## config.mk

```make
export PLATFORM = sky130hd
export DESIGN_NAME = spi_master_ctrl_flat
export DESIGN_NICKNAME = d
export VERILOG_FILES = /design/src/rtl/spi_master_ctrl_if.sv /design/src/rtl/spi_master_ctrl.sv /design/src/flat_wrapper.sv
export SDC_FILE = /design/constraint.sdc
export NUM_CORES = 1
export LEC_CHECK = 0
export BUFFER_PORTS_ARGS = -buffer_cell sky130_fd_sc_hd__buf_2
export CAP_MARGIN = 0
export CORE_MARGIN = 2
export CORE_UTILIZATION = 49
export CTS_CLUSTER_DIAMETER = 60
export DETAILED_ROUTE_END_ITERATION = 6
export PLACE_DENSITY = 0.71
export SYNTH_ARGS = -nofsm -noshare
export SYNTH_HDL_FRONTEND = slang
export SYNTH_SLANG_ARGS = --single-unit
export TNS_END_PERCENT = 30
```

## constraint.sdc

```tcl
create_clock -name i_clk -period 1.4 [get_ports i_clk]
set_input_delay 0.07 -clock i_clk [delete_from_list [all_inputs] [get_ports i_clk]]
set_output_delay 0.07 -clock i_clk [all_outputs]
set_load 0.02 [all_outputs]
```

## src/rtl/spi_master_ctrl_if.sv

```systemverilog
// rtl/spi_master_ctrl_if.sv - request/response and SPI pin bundle for spi_master_ctrl
interface spi_master_ctrl_if #(
  parameter int DATA_WIDTH = 8
);
  logic                  tx_valid;
  logic                  tx_ready;
  logic [DATA_WIDTH-1:0] tx_data;
  logic                  rx_valid;
  logic [DATA_WIDTH-1:0] rx_data;
  logic                  busy;
  logic                  sclk;
  logic                  mosi;
  logic                  miso;
  logic                  cs_n;

  modport master (
    input  tx_valid, tx_data, miso,
    output tx_ready, rx_valid, rx_data, busy, sclk, mosi, cs_n
  );

  modport slave (
    output tx_valid, tx_data, miso,
    input  tx_ready, rx_valid, rx_data, busy, sclk, mosi, cs_n
  );
endinterface

```

## src/rtl/spi_master_ctrl.sv

```systemverilog
// rtl/spi_master_ctrl.sv - SPI master: one word per request, MSB first, full duplex
module spi_master_ctrl #(
  parameter int DATA_WIDTH = 8,
  parameter int CLK_DIV    = 4,
  parameter bit CPOL       = 1'b0,
  parameter bit CPHA       = 1'b0
) (
  input  logic              i_clk,
  input  logic              i_rst_n,
  spi_master_ctrl_if.master spi
);
  localparam int DIV_W     = $clog2(CLK_DIV + 1);
  localparam int EDGE_W    = $clog2(2 * DATA_WIDTH);
  localparam int LAST_EDGE = 2 * DATA_WIDTH - 1;

  typedef enum logic [1:0] {IDLE, SETUP, XFER, HOLD} state_t;

  state_t                r_state;
  state_t                w_next;
  logic [DIV_W-1:0]      r_div;
  logic [EDGE_W-1:0]     r_edge;
  logic [DATA_WIDTH-1:0] r_shift;
  logic [DATA_WIDTH-1:0] r_rx_data;
  logic                  r_rx_valid;
  logic                  r_mosi;

  logic                  w_tick;
  logic                  w_last;
  logic                  w_accept;
  logic [EDGE_W-1:0]     w_edge_nxt;
  logic                  w_lead;
  logic                  w_trail;
  logic                  w_sample;
  logic                  w_drive;
  logic                  w_tx_ready;
  logic                  w_busy;
  logic                  w_cs_n;
  logic                  w_sclk;

  assign w_tick     = (r_div == DIV_W'(CLK_DIV - 1));
  assign w_last     = (r_edge == EDGE_W'(LAST_EDGE));
  assign w_accept   = (r_state == IDLE) && spi.tx_valid;
  assign w_edge_nxt = r_edge + 1'b1;

  // Leading edge: entering an even half-period (the first one is the SETUP exit).
  assign w_lead   = (r_state == SETUP && w_tick) ||
                    (r_state == XFER && w_tick && !w_last && !w_edge_nxt[0]);
  assign w_trail  = (r_state == XFER) && w_tick && !w_last && w_edge_nxt[0];
  assign w_sample = CPHA ? w_trail : w_lead;
  assign w_drive  = CPHA ? w_lead : (w_trail && (w_edge_nxt != EDGE_W'(LAST_EDGE)));

  always_comb begin
    w_next     = r_state;
    w_tx_ready = 1'b0;
    w_busy     = 1'b1;
    w_cs_n     = 1'b0;
    w_sclk     = CPOL;
    case (r_state)
      IDLE: begin
        w_tx_ready = 1'b1;
        w_busy     = 1'b0;
        w_cs_n     = 1'b1;
        if (spi.tx_valid) w_next = SETUP;
      end
      SETUP: if (w_tick) w_next = XFER;
      XFER: begin
        w_sclk = CPOL ^ ~r_edge[0];
        if (w_tick && w_last) w_next = HOLD;
      end
      HOLD: if (w_tick) w_next = IDLE;
      default: w_next = IDLE;
    endcase
  end

  always_ff @(posedge i_clk or negedge i_rst_n) begin
    if (!i_rst_n) begin
      r_state    <= IDLE;
      r_div      <= '0;
      r_edge     <= '0;
      r_shift    <= '0;
      r_rx_data  <= '0;
      r_rx_valid <= 1'b0;
      r_mosi     <= 1'b0;
    end else begin
      r_state <= w_next;

      if (r_state == IDLE || w_tick) r_div <= '0;
      else                           r_div <= r_div + 1'b1;

      if (r_state != XFER)                    r_edge <= '0;
      else if (w_tick && !w_last)             r_edge <= w_edge_nxt;

      // One register serves both directions: bits leave at the MSB, miso enters at the LSB.
      if (w_accept)      r_shift <= spi.tx_data;
      else if (w_sample) r_shift <= {r_shift[DATA_WIDTH-2:0], spi.miso};

      if (w_accept && !CPHA) r_mosi <= spi.tx_data[DATA_WIDTH-1];
      else if (w_drive)      r_mosi <= r_shift[DATA_WIDTH-1];

      r_rx_valid <= (r_state == HOLD) && w_tick;
      if ((r_state == HOLD) && w_tick) r_rx_data <= r_shift;
    end
  end

  assign spi.tx_ready = w_tx_ready;
  assign spi.busy     = w_busy;
  assign spi.cs_n     = w_cs_n;
  assign spi.sclk     = w_sclk;
  assign spi.mosi     = r_mosi;
  assign spi.rx_valid = r_rx_valid;
  assign spi.rx_data  = r_rx_data;
endmodule

```

## src/flat_wrapper.sv

```systemverilog
// flat-port wrapper written by rule: the top's interface ports become plain ports
module spi_master_ctrl_flat 
#(
  parameter int DATA_WIDTH = 8,
  parameter int CLK_DIV    = 4,
  parameter bit CPOL       = 1'b0,
  parameter bit CPHA       = 1'b0
)
  (i_clk, i_rst_n, spi_tx_valid, spi_tx_data, spi_miso, spi_tx_ready, spi_rx_valid, spi_rx_data, spi_busy, spi_sclk, spi_mosi, spi_cs_n);
  spi_master_ctrl_if #(.DATA_WIDTH(DATA_WIDTH)) spi_i ();
  input  logic i_clk;
  input  logic i_rst_n;
  input wire logic [$bits(spi_i.tx_valid)-1:0] spi_tx_valid;
  input wire logic [$bits(spi_i.tx_data)-1:0] spi_tx_data;
  input wire logic [$bits(spi_i.miso)-1:0] spi_miso;
  output wire logic [$bits(spi_i.tx_ready)-1:0] spi_tx_ready;
  output wire logic [$bits(spi_i.rx_valid)-1:0] spi_rx_valid;
  output wire logic [$bits(spi_i.rx_data)-1:0] spi_rx_data;
  output wire logic [$bits(spi_i.busy)-1:0] spi_busy;
  output wire logic [$bits(spi_i.sclk)-1:0] spi_sclk;
  output wire logic [$bits(spi_i.mosi)-1:0] spi_mosi;
  output wire logic [$bits(spi_i.cs_n)-1:0] spi_cs_n;
  assign spi_i.tx_valid = spi_tx_valid;
  assign spi_i.tx_data = spi_tx_data;
  assign spi_i.miso = spi_miso;
  assign spi_tx_ready = spi_i.tx_ready;
  assign spi_rx_valid = spi_i.rx_valid;
  assign spi_rx_data = spi_i.rx_data;
  assign spi_busy = spi_i.busy;
  assign spi_sclk = spi_i.sclk;
  assign spi_mosi = spi_i.mosi;
  assign spi_cs_n = spi_i.cs_n;
  spi_master_ctrl #(.DATA_WIDTH(DATA_WIDTH), .CLK_DIV(CLK_DIV), .CPOL(CPOL), .CPHA(CPHA)) u_core (.i_clk(i_clk), .i_rst_n(i_rst_n), .spi(spi_i));
endmodule
```

==> results of run 1 <==
## worst min-delay path, stage by stage
cell and delay, ns:
buf_2 0.10, nor2_1 0.09, a31oi_1 0.04
## synthesized netlist by cell type (2+ instances only)
cell type,instances,area share
o41ai_1,2,0.013
ha_1,8,0.072
o31ai_1,8,0.043
mux2_2,8,0.065
clkbuf_1,3,0.0081
nor3_1,2,0.0072
buf_2,3,0.011
a21oi_1,4,0.014
inv_1,8,0.022
a21o_1,3,0.016
dfrtp_1,27,0.49
nor2_1,9,0.024
a211oi_1,2,0.011
o311ai_1,2,0.013
o21ai_0,2,0.0072
nand4_1,8,0.036
nand2_1,2,0.0054
a31oi_1,8,0.036
or3_1,2,0.0090
## metrics by stage
stage / area (um2) / cells / power [W] / setup TNS, ns
floorplan: 1428 / 127 / 0.0008187 / -0.4954
global placement: 1667 / 191 / 0.0008528 / -1.786
detailed placement: 1667 / 191 / 0.0008535 / -2.886
CTS: 1892 / 208 / 0.001175 / -2.598
global route: 1992 / 211 / 0.001221 / -3.749
finish: 1992 / 211 / 0.001170 / -1.966
## timing repair
action                     4_1_cts  5_1_grt
gates resized for setup         24       18
hold endpoints to repair        27        1
pin swaps                        8        3
setup endpoints to repair       27       30
buffers inserted                12        2
hold buffers                     1        1
## routing by layer
metal  up-vias  part of all wire
met4         0            0.0097
met3         4             0.029
met2        21              0.55
met5         -                 0
met1       616              0.41
li1        579                 -
## power breakdown
group / internal, W / switching [W] / total, W
registers: 0.000789 / 0.00000899 / 0.000798
logic: 0.0000232 / 0.0000247 / 0.0000479
clock network: 0.000107 / 0.000218 / 0.000325
total: 0.000919 / 0.000252 / 0.00117
## flip-flops by register name (all words and copies together), names as in the netlist
register	flops
u_core.r_shift	8
u_core.spi.rx_data	8
u_core.r_edge	4
u_core.r_div	3
u_core.r_state	2
u_core.spi.mosi	1
u_core.spi.rx_valid	1
## kinds of logic after synthesis
logic type	after synthesis	share of synthesized area
compound gates	34	0.1773
simple gates	31	0.1287
flops	27	0.4861
buf+inv	17	0.05220
mux	9	0.07561
fa+ha+maj	9	0.08011
## worst min-delay path by stage
stage	start	to	slack, ns	cells past startpoint
floorplan	i_rst_n	u_core.r_div[0]	-0.23	0
CTS	spi_tx_data[5]	u_core.r_shift[5]	0.005	3
global placement	i_rst_n	u_core.r_div[2]	0.10	1
finish	spi_tx_data[5]	u_core.r_shift[5]	0.009	3
global route	spi_tx_data[1]	u_core.r_shift[1]	0.0009	3
detailed placement	i_rst_n	u_core.r_div[2]	0.10	1
## cell type report
class,count,area [um2]
Timing Repair Buffer,57,410.4
Fill cell,183,742.0
Tap cell,31,38.79
Sequential cell,27,678.2
Clock inverter,1,5.005
Clock buffer,3,22.52
Multi-Input combinational cell,83,793.3
Inverter,9,43.79
==> run_results.csv, run 1 <==
group,metric,value,unit
status,run_status,"finished, violations left",
status,violations,"negative setup slack",
layout,nNetsFinal,201,
detailed_routing,ant_nets,0,
detailed_routing,first_iter_violations,35,
setup_path,slowest_delay,0.47,ns
setup_path,cp-start-kind,"flip-flop",
layout,final_util,0.7286,
cts,htree_levels,1,
cts,clockBufferDepth,2,
placement,place_ws,-0.1835,ns
sta,fmax,0.6447,GHz
global_route,grt_start_max_net_pins,28,
setup_path,regToRegSetupSlack,-0.15,ns
global_route,grt_use_met2,0.4039,
detailed_routing,drc,0,
detailed_routing,drt_first_pass_iters,4,
setup_path,critPathMaxFanout,4,
power,ir_worst_vdd,0.0005911,V
die,io_pins,26,
sta,slew_headroom,0.6075,
setup_path,end_kind,"flip-flop",
global_route,grt_pass1_vias,1180,
sta,hold_viol,0,
setup_path,worstSetupEndpoint,"u_core.r_state[1]",
global_route,met1_usage,0.2779,
detailed_routing,dr_total_vias,1220,
setup_path,worstPathCellList,"ha_1 > nor3_4 > o221ai_2 > mux2_4",
synth,yosys_warnings,0,
setup_path,cpMaxStageDelayCell,"dfrtp_2",
setup_path,r2r_cells,4,
sta,post-route-period-util,1.108,
sta,finalSetupViolations,24,
global_route,grt_usage,0.2202,
synth,ys_seq_area_frac,0.4860,
sta,slew_viol_final,0,
global_route,grt_first_pass_wirelength,5623,um
synth,synth-main-ff-cell,"dfrtp_1",
placement,dp_hpwl,2207,um
cts,insertion_delay,0.31,ns
synth,synth_edf_count,0,
global_route,grt.busiest_layer,"met2",
detailed_routing,routed_via_density,5.782,
sta,grt_setup_unrepaired,"yes",
cts,cts_tree,"yes",
layout,drive_gt1_frac,0.5722,
power,power_leakage,0.9417,nW
die,die_area,3279,um2
synth,yosys_register_bits,27,
setup_path,r2r_end,"u_core.r_state[1]",
placement,globalplace.congestion,0.7526,
setup_path,path_delay_family,"flip-flops",
synth,ys_types,35,
sta,whs,0.009214,ns
sta,period_needed,1.551,ns
setup_path,critPathLaunch,"u_core.r_state[1]",
power,p_per_area,587.6,nW/um2
detailed_routing,wl_per_cell,16.58,um
layout,layout_common_cells,"buf_4, dfrtp_1, buf_2",
layout,antenna_cells,0,
die,start_util,0.5085,
die,die-height,57.26,um
sta,worst_clock_skew,0.002321,ns
global_route,antenna_found_initial,0,
job,drv_cap,0,
setup_path,path_buf_inv,0,
die,core,2734,um2
setup_path,crit_type,"reg -> reg",
cts,cts.sinks,27,
global_route,met3_usage,0.03175,
cts,clock-root-buffer,"clkbuf_4",
sta,worst_slack,-0.1510,ns
die,rows,19,
setup_path,crit_cells,4,
global_route,globalRoute.totalOverflow,0,
cts,cts.clk_slew.worst_paths,0.14,ns
die,die_w,57.26,um
setup_path,worstReg2RegStart,"u_core.r_state[1]",
synth,async_flop_share,1.000,
synth,netlist_area,1390,um2
synth,syn_inst,127,
cts,cts_buffers,3,
detailed_routing,drt_wl_total,3498,um
min_path,hp-class,"in -> reg",
setup_path,cp.required,1.61,ns
setup_path,arrival,1.76,ns
sta,tightest_slew,0.5887,ns
placement,portBuffers,25,
synth,syn-num-nets,147,
synth,syn_area_per_cell,10.95,um2
layout,syn2layout_area_growth,43.29,%
(Power assumes the default switching activity.)
==> run 2, diff against run 1 <==
--- a/config.mk
+++ b/config.mk
@@ -12,6 +12,7 @@
 export CTS_CLUSTER_DIAMETER = 60
 export DETAILED_ROUTE_END_ITERATION = 6
 export PLACE_DENSITY = 0.71
+export RECOVER_POWER = 100
 export SYNTH_ARGS = -nofsm -noshare
 export SYNTH_HDL_FRONTEND = slang
 export SYNTH_SLANG_ARGS = --single-unit
==> run_results.csv, run 2 (synthesis results as in run 1) <==
group,metric,value,unit
setup_path,cp.required,1.61,ns
sta,tightest_slew,0.6622,ns
sta,fmax,0.6438,GHz
layout,drive_gt1_frac,0.5111,
power,p_per_area,592.4,nW/um2
die,die_area,3279,um2
min_path,hp-class,"in -> reg",
detailed_routing,drt_first_pass_iters,4,
status,run_status,"finished, violations left",
detailed_routing,drc,0,
detailed_routing,first_iter_violations,31,
layout,nNetsFinal,201,
sta,worst_slack,-0.1534,ns
global_route,grt_pass1_vias,1180,
global_route,grt_start_max_net_pins,28,
global_route,antenna_found_initial,0,
global_route,grt_first_pass_wirelength,5623,um
global_route,globalRoute.totalOverflow,0,
die,die_w,57.26,um
sta,grt_setup_unrepaired,"yes",
layout,antenna_cells,0,
sta,period_needed,1.553,ns
layout,syn2layout_area_growth,42.21,%
sta,slew_viol_final,0,
sta,post-route-period-util,1.110,
detailed_routing,dr_total_vias,1225,
detailed_routing,ant_nets,0,
power,power_leakage,0.9021,nW
die,rows,19,
placement,globalplace.congestion,0.7526,
detailed_routing,routed_via_density,5.806,
sta,worst_clock_skew,0.002649,ns
job,drv_cap,0,
cts,htree_levels,1,
setup_path,end_kind,"flip-flop",
setup_path,arrival,1.76,ns
sta,hold_viol,0,
status,violations,"negative setup slack",
power,total_power,0.001171,W
detailed_routing,wl_per_cell,16.58,um
cts,cts_buffers,3,
sta,slew_headroom,0.5585,
placement,dp_hpwl,2207,um
cts,cts_tree,"yes",
placement,portBuffers,25,
cts,clock-root-buffer,"clkbuf_4",
setup_path,critPathMaxFanout,4,
cts,insertion_delay,0.31,ns
setup_path,cp-start-kind,"flip-flop",
power,ir_worst_vdd,0.0005923,V
layout,layout_common_cells,"buf_4, dfrtp_1, buf_2",
cts,cts.clk_slew.worst_paths,0.14,ns
layout,final_util,0.7231,
detailed_routing,drt_wl_total,3499,um
setup_path,crit_type,"reg -> reg",
sta,finalSetupViolations,25,
die,core,2734,um2
die,io_pins,26,
die,start_util,0.5085,
cts,clockBufferDepth,2,
cts,cts.sinks,27,
die,die-height,57.26,um
global_route,grt_usage,0.2202,
## run 2: changes by cell type in the layout (fill, tap and decap cells not counted), sizes merged
cell,before,now
buf,55,44
clkbuf,3,14
## run 2: layer usage
layer / global-route usage / wire (um) / part of all wire / up-vias
met3: 0.03175 / 103 / 0.029 / 4
met5: 0 / 0 / 0 / -
met2: 0.4039 / 1918 / 0.55 / 24
met4: 0.03987 / 34 / 0.0097 / 0
met1: 0.2779 / 1442 / 0.41 / 615
li1: - / - / - / 582
## run 2: final cells by class
class,count,area [um2]
inverter,9,43.79
timing repair buffer,57,397.9
fill,192,757.0
tap,31,38.79
sequential,27,678.2
clock buffer,3,22.52
clock inverter,1,5.005
multi-input combinational,83,790.8
## run 2: per-stage QoR
stage	hold slack [ns]	setup WS, ns	TNS, ns	area [um2]	cells
after global routing	0.0008805	-0.2017	-4.141	1977	211
after global placement	0.1012	-0.1182	-1.786	1667	191
after CTS	0.005337	-0.1445	-2.598	1892	208
after floorplan	-0.2256	-0.05531	-0.4954	1428	127
final	0.008237	-0.1534	-2.320	1977	211
after detailed placement	0.1034	-0.1835	-2.886	1667	191
## run 2: worst paths after layout
kind	start	endpoint	slack [ns]	cells past startpoint
min	spi_tx_data[5]	u_core.r_shift[5]	0.008	3
min in group asynchronous	i_rst_n	u_core.spi.rx_data[7]	0.30	2
max in group asynchronous	i_rst_n	u_core.r_state[1]	0.63	2
max	u_core.r_state[1]	u_core.r_state[1]	-0.15	4
max reg2reg	u_core.r_state[1]	u_core.r_state[1]	-0.15	4
min reg2reg	u_core.r_div[0]	u_core.r_div[0]	0.45	1
## run 2: where the power goes
part / internal [W] / total (W) / switching (W)
combinational: 0.0000231 / 0.0000478 / 0.0000246
sequential: 0.000789 / 0.000798 / 0.00000889
clock: 0.000107 / 0.000326 / 0.000219
total: 0.000918 / 0.00117 / 0.000253
## run 2: worst max-delay path, stage by stage, from the launching register on
cell and delay, ns:
dfrtp_2 0.47, ha_1 0.25, nor3_4 0.24, o221ai_2 0.16, mux2_4 0.33
## run 2: what timing repair did
item / in CTS / in global routing
cloned: 0 / 0
resized for setup: 24 / 18
endpoints found under the setup margin: 27 / 30
hold endpoints to repair: 27 / 1
hold buffers: 1 / 1
setup buffers: 12 / 2
pin swaps: 8 / 3
